### config.mk
export PLATFORM = sky130hd
export DESIGN_NAME = uart_tx_oe
export DESIGN_NICKNAME = d
export VERILOG_FILES = /design/src/rtl/uart_pkg.sv /design/src/rtl/uart_tx_fifo.sv /design/src/rtl/uart_tx_oe.sv
export SDC_FILE = /design/constraint.sdc
export NUM_CORES = 1
export LEC_CHECK = 0
export BUFFER_PORTS_ARGS = -buffer_cell sky130_fd_sc_hd__buf_2
export CAP_MARGIN = 20
export CORE_MARGIN = 4
export CORE_UTILIZATION = 60
export DETAILED_ROUTE_END_ITERATION = 12
export PLACE_DENSITY = 0.78
export SLEW_MARGIN = 20
export SYNTH_ARGS = -nofsm -noshare
export SYNTH_HDL_FRONTEND = slang
export SYNTH_SLANG_ARGS = --single-unit
### constraint.sdc
create_clock -name clk -period 2.4 [get_ports clk]
set_input_delay 0.48 -clock clk [delete_from_list [all_inputs] [get_ports clk]]
set_output_delay 0.48 -clock clk [all_outputs]
set_load 0.01 [all_outputs]
### src/rtl/uart_pkg.sv
// Shared definitions for the UART transmitter with pad output-enable control:
// FSM state encoding, frame constants and the minimum usable baud divisor.
package uart_pkg;

   typedef enum logic [2:0] {
      ST_IDLE  = 3'd0,
      ST_START = 3'd1,
      ST_DATA  = 3'd2,
      ST_STOP  = 3'd3,
      ST_GUARD = 3'd4
   } tx_state_e;

   localparam int   DATA_BITS = 8;
   localparam logic START_BIT = 1'b0;
   localparam logic STOP_BIT  = 1'b1;
   localparam int   MIN_DIV   = 2;

endpackage

### src/rtl/uart_tx_fifo.sv
// Single-clock synchronous FIFO with first-word fall-through read data.
// A write on a full FIFO is still taken when a pop happens in the same cycle.
module uart_tx_fifo #(
   parameter int DEPTH = 16,
   parameter int WIDTH = 8
) (
   input  logic             clk,
   input  logic             rst,
   input  logic             wr_en,
   input  logic [WIDTH-1:0] wr_data,
   input  logic             rd_en,
   output logic [WIDTH-1:0] rd_data,
   output logic             full,
   output logic             empty,
   output logic             drop
);

   localparam int AW = $clog2(DEPTH);

   logic [WIDTH-1:0] mem [DEPTH];
   logic [AW:0]      wr_ptr;
   logic [AW:0]      rd_ptr;
   logic             push;
   logic             pop;

   // Extra pointer bit distinguishes full from empty when the indices match.
   assign empty = (wr_ptr == rd_ptr);
   assign full  = (wr_ptr[AW] != rd_ptr[AW]) && (wr_ptr[AW-1:0] == rd_ptr[AW-1:0]);

   assign pop     = rd_en && !empty;
   assign push    = wr_en && (!full || pop);
   assign drop    = wr_en && !push;
   assign rd_data = mem[rd_ptr[AW-1:0]];

   always_ff @(posedge clk) begin
      if (push) begin
         mem[wr_ptr[AW-1:0]] <= wr_data;
      end
   end

   always_ff @(posedge clk or posedge rst) begin
      if (rst) begin
         wr_ptr <= '0;
         rd_ptr <= '0;
      end else begin
         if (push) begin
            wr_ptr <= wr_ptr + (AW+1)'(1);
         end
         if (pop) begin
            rd_ptr <= rd_ptr + (AW+1)'(1);
         end
      end
   end

endmodule

### src/rtl/uart_tx_oe.sv
// 8N1 UART transmitter driving a tri-state pad (tx_d data, tx_e enable), with a
// byte FIFO, per-frame latched baud divisor and an optional guard time after stop.
module uart_tx_oe
   import uart_pkg::*;
#(
   parameter int FIFO_DEPTH = 16,
   parameter int DIV_WIDTH  = 16,
   parameter int GUARD_BITS = 1
) (
   input  logic                 clk,
   input  logic                 rst,
   input  logic [DIV_WIDTH-1:0] div,
   input  logic [7:0]           wr_data,
   input  logic                 wr_en,
   input  logic                 drive_idle,
   input  logic                 ovf_clr,
   output logic                 full,
   output logic                 empty,
   output logic                 busy,
   output logic                 ovf,
   output logic                 tx_d,
   output logic                 tx_e
);

   localparam int GW = (GUARD_BITS > 1) ? $clog2(GUARD_BITS) : 1;
   localparam logic [GW-1:0] GUARD_LAST = GW'((GUARD_BITS > 0) ? GUARD_BITS - 1 : 0);
   localparam bit HAS_GUARD = (GUARD_BITS > 0);
   localparam logic [DIV_WIDTH-1:0] DIV_ONE = DIV_WIDTH'(1);
   localparam logic [DIV_WIDTH-1:0] DIV_MIN = DIV_WIDTH'(MIN_DIV);
   localparam logic [2:0] LAST_BIT = 3'(DATA_BITS - 1);

   tx_state_e            state;
   logic [1:0]           rst_sync;
   logic                 rst_i;
   logic [DIV_WIDTH-1:0] div_eff;
   logic [DIV_WIDTH-1:0] div_lat;
   logic [DIV_WIDTH-1:0] bit_cnt;
   logic [2:0]           bit_idx;
   logic [7:0]           shreg;
   logic [GW-1:0]        guard_idx;
   logic [7:0]           fifo_data;
   logic                 fifo_drop;
   logic                 bit_end;
   logic                 frame_done;
   logic                 pop;

   // Assertion passes straight through; release is retimed by two flops.
   always_ff @(posedge clk or posedge rst) begin
      if (rst) begin
         rst_sync <= 2'b11;
      end else begin
         rst_sync <= {rst_sync[0], 1'b0};
      end
   end

   assign rst_i = rst_sync[1];

   uart_tx_fifo #(
      .DEPTH (FIFO_DEPTH),
      .WIDTH (8)
   ) u_fifo (
      .clk     (clk),
      .rst     (rst_i),
      .wr_en   (wr_en),
      .wr_data (wr_data),
      .rd_en   (pop),
      .rd_data (fifo_data),
      .full    (full),
      .empty   (empty),
      .drop    (fifo_drop)
   );

   assign div_eff = (div < DIV_MIN) ? DIV_MIN : div;
   assign bit_end = (bit_cnt == '0);
   assign busy    = (state != ST_IDLE);

   // A frame ends at the close of the last guard period, or of stop without guard.
   assign frame_done = bit_end &&
                       (((state == ST_STOP) && !HAS_GUARD) ||
                        ((state == ST_GUARD) && (guard_idx == GUARD_LAST)));

   assign pop = !empty && ((state == ST_IDLE) || frame_done);

   always_ff @(posedge clk or posedge rst_i) begin
      if (rst_i) begin
         state     <= ST_IDLE;
         tx_d      <= STOP_BIT;
         tx_e      <= 1'b0;
         ovf       <= 1'b0;
         div_lat   <= DIV_MIN;
         bit_cnt   <= '0;
         bit_idx   <= '0;
         shreg     <= '0;
         guard_idx <= '0;
      end else begin
         if (fifo_drop) begin
            ovf <= 1'b1;
         end else if (ovf_clr) begin
            ovf <= 1'b0;
         end

         if (pop) begin
            // New frame: divisor is captured here and held until the next pop.
            state   <= ST_START;
            tx_d    <= START_BIT;
            tx_e    <= 1'b1;
            shreg   <= fifo_data;
            div_lat <= div_eff;
            bit_cnt <= div_eff - DIV_ONE;
         end else begin
            case (state)
               ST_IDLE: begin
                  tx_d <= STOP_BIT;
                  tx_e <= drive_idle;
               end
               ST_START: begin
                  if (bit_end) begin
                     state   <= ST_DATA;
                     tx_d    <= shreg[0];
                     shreg   <= {1'b0, shreg[7:1]};
                     bit_idx <= '0;
                     bit_cnt <= div_lat - DIV_ONE;
                  end else begin
                     bit_cnt <= bit_cnt - DIV_ONE;
                  end
               end
               ST_DATA: begin
                  if (bit_end) begin
                     bit_cnt <= div_lat - DIV_ONE;
                     if (bit_idx == LAST_BIT) begin
                        state <= ST_STOP;
                        tx_d  <= STOP_BIT;
                     end else begin
                        bit_idx <= bit_idx + 3'd1;
                        tx_d    <= shreg[0];
                        shreg   <= {1'b0, shreg[7:1]};
                     end
                  end else begin
                     bit_cnt <= bit_cnt - DIV_ONE;
                  end
               end
               ST_STOP: begin
                  if (bit_end) begin
                     if (HAS_GUARD) begin
                        state     <= ST_GUARD;
                        tx_d      <= STOP_BIT;
                        guard_idx <= '0;
                        bit_cnt   <= div_lat - DIV_ONE;
                     end else begin
                        state <= ST_IDLE;
                        tx_d  <= STOP_BIT;
                        tx_e  <= drive_idle;
                     end
                  end else begin
                     bit_cnt <= bit_cnt - DIV_ONE;
                  end
               end
               ST_GUARD: begin
                  if (bit_end) begin
                     if (guard_idx == GUARD_LAST) begin
                        state <= ST_IDLE;
                        tx_d  <= STOP_BIT;
                        tx_e  <= drive_idle;
                     end else begin
                        guard_idx <= guard_idx + GW'(1);
                        bit_cnt   <= div_lat - DIV_ONE;
                     end
                  end else begin
                     bit_cnt <= bit_cnt - DIV_ONE;
                  end
               end
               default: begin
                  state <= ST_IDLE;
                  tx_d  <= STOP_BIT;
                  tx_e  <= 1'b0;
               end
            endcase
         end
      end
   end

endmodule

==> run summary, run 1 <==
Wirelength, routed: 28100 um
Most used DFF post-synth: edfxtp_1
Maxcap violations: 0
Hold Path Class: input port to asynchronous set/reset pin
Via density: 6.92
R2R Setup Slk: -990 ps
WP depth: 16
LEAKAGE: 4.35 nW
Post-DP HPWL: 13700 um
Vias in the first global route: 6726
Routed Antenna Nets: 0
R2r worst-path depth: 16
Design area: 0.0117 mm^2
First-pass GRT wire length: 37900 um
Critical path's top delay family: simple AND/OR/NAND/NOR gates
PnR worst setup slack: -993 ps
CORE AREA: 0.0139 mm^2
Rows: 43
Most common cell on crit path: buf_4
Mapped Cells: 624
Setup-failing EPs final: 155
Int Pwr: 7.23 mW
Worst path bufs/invs: 4
Seq cells post-synth: 189
Final period util: 1.41
Share of post-route cells with drive strength above 1: 0.447
Initial core utilization: 0.614
Slowest CP cell: dfrtp_1
DRC Markers: 0
Placed Area: 0.0100 mm^2
Port Buffer Count: 34
Critical path class: flip-flop to flip-flop
Least-Margin Pin Slew: 677 ps
Crit path DAT: 3760 ps
Gr ovfl total: 0
Register area: 0.00538 mm^2
Via Count: 6836
Total CTS buffers: 17
Die X: 127 um
Critical path required time: 2760 ps
Number of H-tree levels: 4
Fillers: 598
ANT cells: 0
Area of the mapped netlist: 0.00856 mm^2
R2R Path End: bit_cnt[6]
Wire per inst: 28.4 um
Multi-input logic area: 0.00362 mm^2
Clock power frac: 0.280
Area growth syn-to-layout: 36.3%
Synth unique cells: 68
Max Slew Vio Count: 0
Hold Violations, Final: 0
Total iterations of the first detailed-routing run: 6
Post-synth EDFFs: 128
RePlAce Congestion: 0.894
Post-synthesis sequential area ratio: 0.628
Syn_area_per_cell: 13.7 um^2
Net Count, Synth: 661
Failing checks: setup timing
Worst Setup Start Kind: flip-flop
Largest net degree at the start of global routing: 36
Nets: 832
Reg power frac: 0.402
Clock transition at path regs: 80 ps
Crit end category: flip-flop
Switch Pwr: 3.67 mW
DIE HEIGHT: 127 um
Reg2Reg Launch Point: bit_cnt[3]
CP startpoint: bit_cnt[3]
Die footprint: 0.0162 mm^2
Status: finished, violations left
Max Root-Sink Buffers: 2
Slew HR: 0.548
Max IR drop VDD: 0.728 mV
Worst-Skew Late Latency: 440 ps
Antenna violations before repair: 0
Crit path max fanout: 5
DRT iter0 DRCs: 1062
Slowest cell delay on critical path: 410 ps
CP endpoint: bit_cnt[6]
I/O pin count: 35
Combinational power share: 0.318
Pre-CTS setup slack: -1370 ps
Cts hold-fix bufs: 0
Root Driver: clkbuf_16
Ys Warns: 0
Max Clock Skew: 11.6 ps
Ys async rst share: 0.323
Fmax achieved: 295 MHz
RSZ-0062 raised after global routing: yes
Pwr Density: 933 mW/mm^2
Fin crit period: 3390 ps
Gr usage total: 0.313
CTS tree: yes
Switching share of power: 0.336
Clock sink count: 189
Critical path, cell by cell: nor4_2, buf_4, and2_4, a21oi_2, nor2_4, o21a_1, ha_2, inv_2, nor4b_4, o31ai_2, buf_4, buf_4, mux2i_2, mux2i_1, a21oi_1, o21ai_1
==> how the worst min path moves through the flow <==
stage                             end  slack (ps)  depth (start not counted)
after floorplan           rst_sync[1]         350                          0
after global placement    rst_sync[1]         350                          0
after detailed placement  rst_sync[1]         350                          0
after CTS                 rst_sync[1]          50                          2
after global routing      rst_sync[0]          60                          2
final                     rst_sync[1]          50                          2
==> flip-flops by register name, indices dropped and copies added, names as in the netlist, 3 cells and up <==
register and cells:
u_fifo.mem 128, u_fifo.rd_ptr 5, bit_cnt 16, shreg 8, u_fifo.wr_ptr 5, bit_idx 3
state 3, div_lat 16
==> cells in the final DEF (no fill, tap or decap), types with 18 or more instances in the layout <==
| cell type | instances |
|---|---|
| edfxtp_1 | 128 |
| buf_6 | 32 |
| a21oi_1 | 19 |
| buf_12 | 20 |
| dfrtp_1 | 56 |
| nand2_1 | 87 |
| clkbuf_16 | 18 |
| buf_4 | 92 |
| mux4_2 | 40 |
| nor2_1 | 25 |
| buf_2 | 33 |
==> logic make-up after synthesis <==
logic type | share of synthesized area
AO/OA/AOI/OAI | 0.0802
multiplexers | 0.116
XOR/XNOR | 0.0276
flip-flops | 0.628
other | 0.000438
buffers and inverters | 0.0212
AND/OR/NAND/NOR | 0.115
adder cells (fa/ha/maj) | 0.0117
==> metrics by stage <==
stage	total power, mW	instances	utilization	hold slack (ps)	setup TNS, ps
after floorplan	5.96	624	-	345	-5520
after global placement	6.96	918	0.719	347	-18300
after detailed placement	7.10	918	0.719	349	-22310
after CTS	10.4	974	0.811	49.5	-82410
after global routing	11.3	988	0.838	60.6	-141130
final	10.9	988	0.838	53.6	-131950
==> power by group through the flow <==
| stage | Combinational, mW | Sequential (mW) | Clock [mW] |
|---|---|---|---|
| CTS | 3.08 | 4.31 | 3.03 |
| finish | 3.46 | 4.38 | 3.05 |
| global route | 3.65 | 4.41 | 3.23 |
| detailed placement | 2.75 | 4.35 | 0 |
| global placement | 2.64 | 4.32 | 0 |
| floorplan | 1.64 | 4.32 | 0 |
==> cell type report <==
type | count | area share
clock buffer | 17 | 0.0364
sequential | 189 | 0.461
clock inverter | 15 | 0.0188
tap | 180 | 0.0193
inverter | 10 | 0.00322
timing repair buffer | 183 | 0.151
multi-input combinational | 394 | 0.311
==> cells in the mapped netlist, types with 3 or more instances <==
master,instances,area share
edfxtp_1,128,0.45
nand2_1,97,0.043
dfrtp_1,57,0.17
nor2_1,42,0.018
mux4_2,40,0.11
o21ai_0,25,0.015
a21oi_1,23,0.013
xnor2_1,18,0.018
nor3_1,16,0.0094
buf_2,13,0.0076
nand3_1,11,0.0064
o21ai_1,11,0.0064
clkbuf_1,10,0.0044
inv_1,10,0.0044
xor2_1,9,0.0092
ha_1,8,0.012
mux2i_1,8,0.0094
nor4_1,7,0.0051
buf_1,6,0.0026
or3_1,5,0.0037
a211oi_1,4,0.0035
a21o_1,4,0.0035
dfstp_2,4,0.012
nand4_1,4,0.0029
a22oi_1,3,0.0026
a31oi_1,3,0.0022
nand2b_1,3,0.0022
o22ai_1,3,0.0022
or2_2,3,0.0022
==> repair_timing <==
item | 4_1_cts | 5_1_grt
setup buffers | 22 | 16
pin swaps | 21 | 17
resized for setup | 81 | 55
endpoints found under the setup margin | 149 | 165
cloned | 3 | 1
==> metal layers <==
metal | track usage | vias to the layer above | part of all wire | routed length (um)
met1 | 0.372 | 3379 | 0.34 | 9540
met5 | 0 | - | 0 | 0
met3 | 0.0711 | 190 | 0.085 | 2390
met4 | 0.177 | 0 | 0.065 | 1840
met2 | 0.527 | 574 | 0.51 | 14300
li1 | - | 2693 | - | -
No activity file was read; power rests on OpenSTA's default activity.
==> run 2, diff against run 1 <==
Settings changed: GPL_TIMING_DRIVEN from default to 1, SYNTH_HIERARCHICAL from default to 1.
==> run summary, run 2 <==
Clock transition at path regs: 80 ps
ANT cells: 0
Via density: 6.41
Failing checks: setup timing
GRT met3 Usage: 0.0535
Met2 GRT Util: 0.444
Critical path required time: 2710 ps
M1 GR Usage: 0.359
Max reg flops: 128
Crit path max fanout: 5
Int Pwr: 6.29 mW
Post-synthesis sequential area ratio: 0.615
Syn_area_per_cell: 13.5 um^2
Pwr Density: 839 mW/mm^2
RSZ-0062 raised after global routing: yes
Largest cells by area after synthesis: edfxtp_1 (44%), dfrtp_1 (16%), mux4_2 (8.2%)
CORE AREA: 0.0141 mm^2
Worst Setup Start Kind: input port
Final period util: 1.20
Number of H-tree levels: 4
Switching share of power: 0.305
Least-Margin Pin Slew: 689 ps
Most common cell after layout, fill and taps aside: edfxtp_1
Mapped Cells: 649
Via Count: 6227
Non-Filler Instances: 972
Gr usage total: 0.272
Most used DFF post-synth: edfxtp_1
Root Driver: clkbuf_16
Port Buffer Count: 34
DRT iter0 DRCs: 669
Synth unique cells: 66
I/O pin count: 35
RePlAce Congestion: 0.913
Die X: 129 um
First-pass GRT wire length: 34300 um
R2R Setup Slk: -440 ps
Seq cells post-synth: 189
Max Root-Sink Buffers: 2
Wirelength, routed: 21500 um
Total iterations of the first detailed-routing run: 5
Die footprint: 0.0166 mm^2
DRC Markers: 0
Crit path DAT: 3180 ps
R2r worst-path depth: 15
Largest net degree at the start of global routing: 36
Crit end category: flip-flop
Status: finished, violations left
Ys async rst share: 0.323
Max Clock Skew: 12.2 ps
Fmax achieved: 349 MHz
Dpl cells: 932
Rows: 43
Ys Warns: 6
Share of post-route cells with drive strength above 1: 0.361
Top cells by count, synth: edfxtp_1 (128), nand2_1 (62), dfrtp_1 (57)
Post-synth EDFFs: 128
Design area: 0.0108 mm^2
Setup-failing EPs final: 154
GRT busiest layer: met2
Gr ovfl total: 0
Fin crit period: 2870 ps
Most frequent cells in the layout: edfxtp_1 (128), buf_4 (104), nand2_1 (60)
Max Slew Vio Count: 0
Slew HR: 0.540
Vias in the first global route: 6422
Hold Path Class: input port to asynchronous set/reset pin
Total CTS buffers: 17
Reg power frac: 0.452
Cts hold-fix bufs: 0
Area growth syn-to-layout: 23.2%
Count leader, synth: edfxtp_1
Top cell type's share of synthesized area: 0.439
Wire per inst: 22.1 um
Routed Antenna Nets: 0
Net Count, Synth: 686
PnR worst setup slack: -469 ps
Clock power frac: 0.309
Post-DP HPWL: 13600 um
Initial core utilization: 0.621
Area of the mapped netlist: 0.00875 mm^2
CTS tree: yes
Nets: 816
Switch Pwr: 2.76 mW
Antenna violations before repair: 0
Maxcap violations: 0
DIE HEIGHT: 129 um
LEAKAGE: 4.14 nW
Dominant cell type by area after synthesis: edfxtp_1
Worst-Skew Late Latency: 440 ps
Reg2Reg Launch Point: u_fifo/wr_ptr[3]
Combinational power share: 0.239
R2R Path End: bit_cnt[10]
Critical path class: input port to flip-flop
Total power: 9.05 mW
Hold Violations, Final: 0
Placed Area: 0.00988 mm^2
Max IR drop VDD: 0.715 mV
Clock sink count: 189
==> run 2: cell types whose count changed after synthesis, moves of 5 or more <==
cell,previous run,this run
o21ai_0,25,35
nand2_1,97,62
a22oi_1,3,8
nor2b_1,1,12
mux2i_1,8,17
inv_1,10,19
nor3_1,16,23
buf_1,6,0
and3_1,1,17
clkbuf_1,10,15
xnor2_1,18,11
nor4_1,7,2
o21ai_1,11,3
mux4_2,40,32
==> run 2: power groups by stage <==
stage	clock, mW	sequential (mW)	combinational [mW]
CTS	2.83	4.08	2.00
finish	2.80	4.09	2.16
detailed placement	0	4.13	1.83
global placement	0	4.10	1.77
global route	2.98	4.12	2.30
floorplan	0	4.10	1.05
==> run 2: final cells by class <==
type / instances / area, um^2
well taps: 180 / 225
fillers: 794 / 3320
flip-flops and latches: 189 / 5380
multi-input cells: 407 / 3460
clock inverters: 15 / 178
inverters: 20 / 80.1
clock buffers: 17 / 425
repair buffers: 144 / 1030
==> run 2: through the flow <==
step | util | hold slack, ps | setup slack (ps) | TNS (ps)
after floorplan | - | 193 | -710 | -62270
after global placement | 0.701 | 258 | -748 | -34100
after detailed placement | 0.701 | 262 | -844 | -41220
after CTS | 0.755 | 42.8 | -392 | -16310
after global routing | 0.765 | 46.4 | -579 | -34120
final | 0.765 | 47.1 | -469 | -21690
==> run 2: timing repair <==
| item | in CTS | in global routing |
|---|---|---|
| pin swaps | 15 | 8 |
| gates cloned | 1 | 0 |
| endpoints found under the setup margin | 155 | 159 |
| setup buffers | 3 | 6 |
| resized for setup | 32 | 20 |
==> run 2: worst max path at each step <==
stage / start / end / cells past startpoint / slack (ps)
floorplan: u_fifo/rd_ptr[0] / bit_cnt[14] / 17 / -710
global placement: div[10] / bit_cnt[14] / 12 / -750
detailed placement: div[10] / bit_cnt[14] / 12 / -840
CTS: u_fifo/wr_ptr[3] / bit_cnt[12] / 14 / -390
global route: u_fifo/wr_ptr[3] / bit_cnt[10] / 15 / -580
finish: div[10] / bit_cnt[10] / 13 / -470
==> run 2: cells by family (layout without fill, tap and decap cells) <==
family                   Yosys count  in the layout  share of synthesized area
XOR/XNOR                          23             23                     0.0256
AND/OR/NAND/NOR                  198            198                      0.112
adder cells (fa/ha/maj)            8              8                     0.0114
AO/OA/AOI/OAI                    124            125                     0.0990
other                              1              1                   0.000429
multiplexers                      52             52                      0.106
flip-flops                       189            189                      0.615
buffers and inverters             54            196                     0.0312
==> run 2: critical path, cell delays in order <==
cell	delay, ps
buf_2	100
or4_1	540
nand4b_1	260
or4_4	460
nand3_1	160
o21a_4	170
ha_4	160
inv_4	60
nor4_4	230
buf_4	180
o22ai_2	80
xnor2_1	190
a21oi_1	100
==> run 2: routing by layer <==
layer  vias up  part of all wire
li1       2720                 -
met1      3162              0.40
met2       272              0.51
met3        73             0.065
met4         0             0.032
met5         -                 0
==> run 3, diff against run 2 <==
Settings changed: CTS_BUF_LIST from default to sky130_fd_sc_hd__clkbuf_2.
==> run summary, run 3 (synthesized netlist as in run 2, its figures left out) <==
Largest net degree at the start of global routing: 36
DRT iter0 DRCs: 799
Worst-Skew Late Latency: 770 ps
Crit end category: flip-flop
Max reg flops: 128
Vias in the first global route: 6302
Least-Margin Pin Slew: 551 ps
Final period util: 1.20
Fillers: 779
Gr usage total: 0.261
Slew HR: 0.632
Crit path DAT: 3580 ps
Rows: 43
Die X: 129 um
Total iterations of the first detailed-routing run: 5
Die footprint: 0.0166 mm^2
Max Clock Skew: 50.4 ps
Wirelength, routed: 22500 um
Number of H-tree levels: 4
Via density: 6.29
Clock sink count: 189
Multi-input logic area: 0.00352 mm^2
Wire per inst: 22.0 um
CORE AREA: 0.0141 mm^2
ANT cells: 0
Register area: 0.00538 mm^2
Critical path class: flip-flop to flip-flop
R2R Setup Slk: -470 ps
Nets: 864
Fin crit period: 2870 ps
Failing checks: setup timing
Setup-failing EPs final: 148
Worst Setup Start Kind: flip-flop
Max Slew Vio Count: 0
Maxcap violations: 0
Max Root-Sink Buffers: 2
Hold Violations, Final: 0
DRC Markers: 0
Most frequent cells in the layout: edfxtp_1 (128), buf_4 (116), nand2_1 (60)
First-pass GRT wire length: 33100 um
Clock transition at path regs: 300 ps
Total power: 8.03 mW
Total CTS buffers: 17
RSZ-0062 raised after global routing: yes
Reg2Reg Launch Point: u_fifo/rd_ptr[0]
Root Driver: clkbuf_2
Hold Path Class: input port to flip-flop
Status: finished, violations left
Via Count: 6413
Gr ovfl total: 0
I/O pin count: 35
PnR worst setup slack: -469 ps
CTS tree: yes
Min-delay src: div[3]
RePlAce Congestion: 0.913
Placed Area: 0.00988 mm^2
Critical path required time: 3110 ps
Post-DP HPWL: 13600 um
Crit path max fanout: 5
Design area: 0.0111 mm^2
Most common cell after layout, fill and taps aside: edfxtp_1
Routed Antenna Nets: 0
Port Buffer Count: 34
Initial core utilization: 0.621
LEAKAGE: 4.26 nW
Share of post-route cells with drive strength above 1: 0.385
Fmax achieved: 349 MHz
Area growth syn-to-layout: 26.5%
DIE HEIGHT: 129 um
CP startpoint: u_fifo/rd_ptr[0]
Pwr Density: 726 mW/mm^2
Max IR drop VDD: 0.577 mV
Antenna violations before repair: 0
## run 3: cell count changes in the layout (fill, tap and decap cells not counted), moves of 3 or more
cell | before | now
dlygate4sd3_1 | 0 | 23
clkbuf_2 | 0 | 17
clkbuf_16 | 17 | 1
buf_4 | 104 | 116
buf_6 | 4 | 13
buf_12 | 1 | 6
nor2_1 | 39 | 36
or3_1 | 9 | 6
or3_4 | 0 | 3
## run 3: final timing paths
check	endpoint	depth (start not counted)
max	bit_cnt[14]	16
min	div_lat[3]	4
max reg2reg	bit_cnt[14]	16
min reg2reg	u_fifo/rd_ptr[4]	1
max in group asynchronous	tx_d	2
min in group asynchronous	rst_sync[1]	3
## run 3: metrics by stage
stage / setup TNS [ps] / setup WS, ps / std cells / hold slack, ps / utilization
floorplan: -62270 / -710 / 649 / 193 / -
global placement: -34100 / -748 / 932 / 258 / 0.701
detailed placement: -41220 / -844 / 932 / 262 / 0.701
CTS: -24350 / -435 / 993 / 4.97 / 0.751
global route: -31950 / -573 / 1020 / 35.1 / 0.785
finish: -25290 / -469 / 1020 / 88.3 / 0.785
## run 3: layout make-up
cell class | instances | area share
flip-flops and latches | 189 | 0.486
clock buffers | 17 | 0.00769
repair buffers | 193 | 0.144
clock inverters | 15 | 0.0161
multi-input cells | 406 | 0.318
well taps | 180 | 0.0204
inverters | 20 | 0.00746
## run 3: routing by layer
layer,up-vias,global-route usage,wire length (um),part of all wire
li1,2813,-,-,-
met1,3199,0.353,8560,0.38
met2,327,0.429,11500,0.51
met3,74,0.0515,1750,0.078
met4,0,0.0871,683,0.030
met5,-,0,0,0
## run 3: what timing repair did
| item | in CTS | in global routing |
|---|---|---|
| setup endpoints to repair | 157 | 161 |
| pin swaps | 13 | 19 |
| hold endpoints to repair | 128 | 0 |
| hold buffers | 23 | 0 |
| gates cloned | 1 | 2 |
| resized for setup | 36 | 51 |
| setup buffers | 6 | 32 |
## run 3: report_power, final
group / switching, mW / leakage, nW / internal [mW] / total [mW]
Combinational: 1.21 / 2.27 / 1.13 / 2.34
Clock: 1.25 / 0.148 / 0.362 / 1.62
Sequential: 0.208 / 1.84 / 3.87 / 4.08
## run 3: worst max-delay path, cell delays in order, from the launching register on
cell	delay (ps)
dfrtp_2	530
xnor2_4	210
nand4_4	140
nor2_4	140
buf_12	130
nor2_4	40
a31oi_4	210
inv_4	80
a211o_1	250
o21ai_2	80
ha_4	190
inv_6	50
nor4_4	160
buf_4	200
o221ai_2	100
xor2_1	170
o21ai_1	120
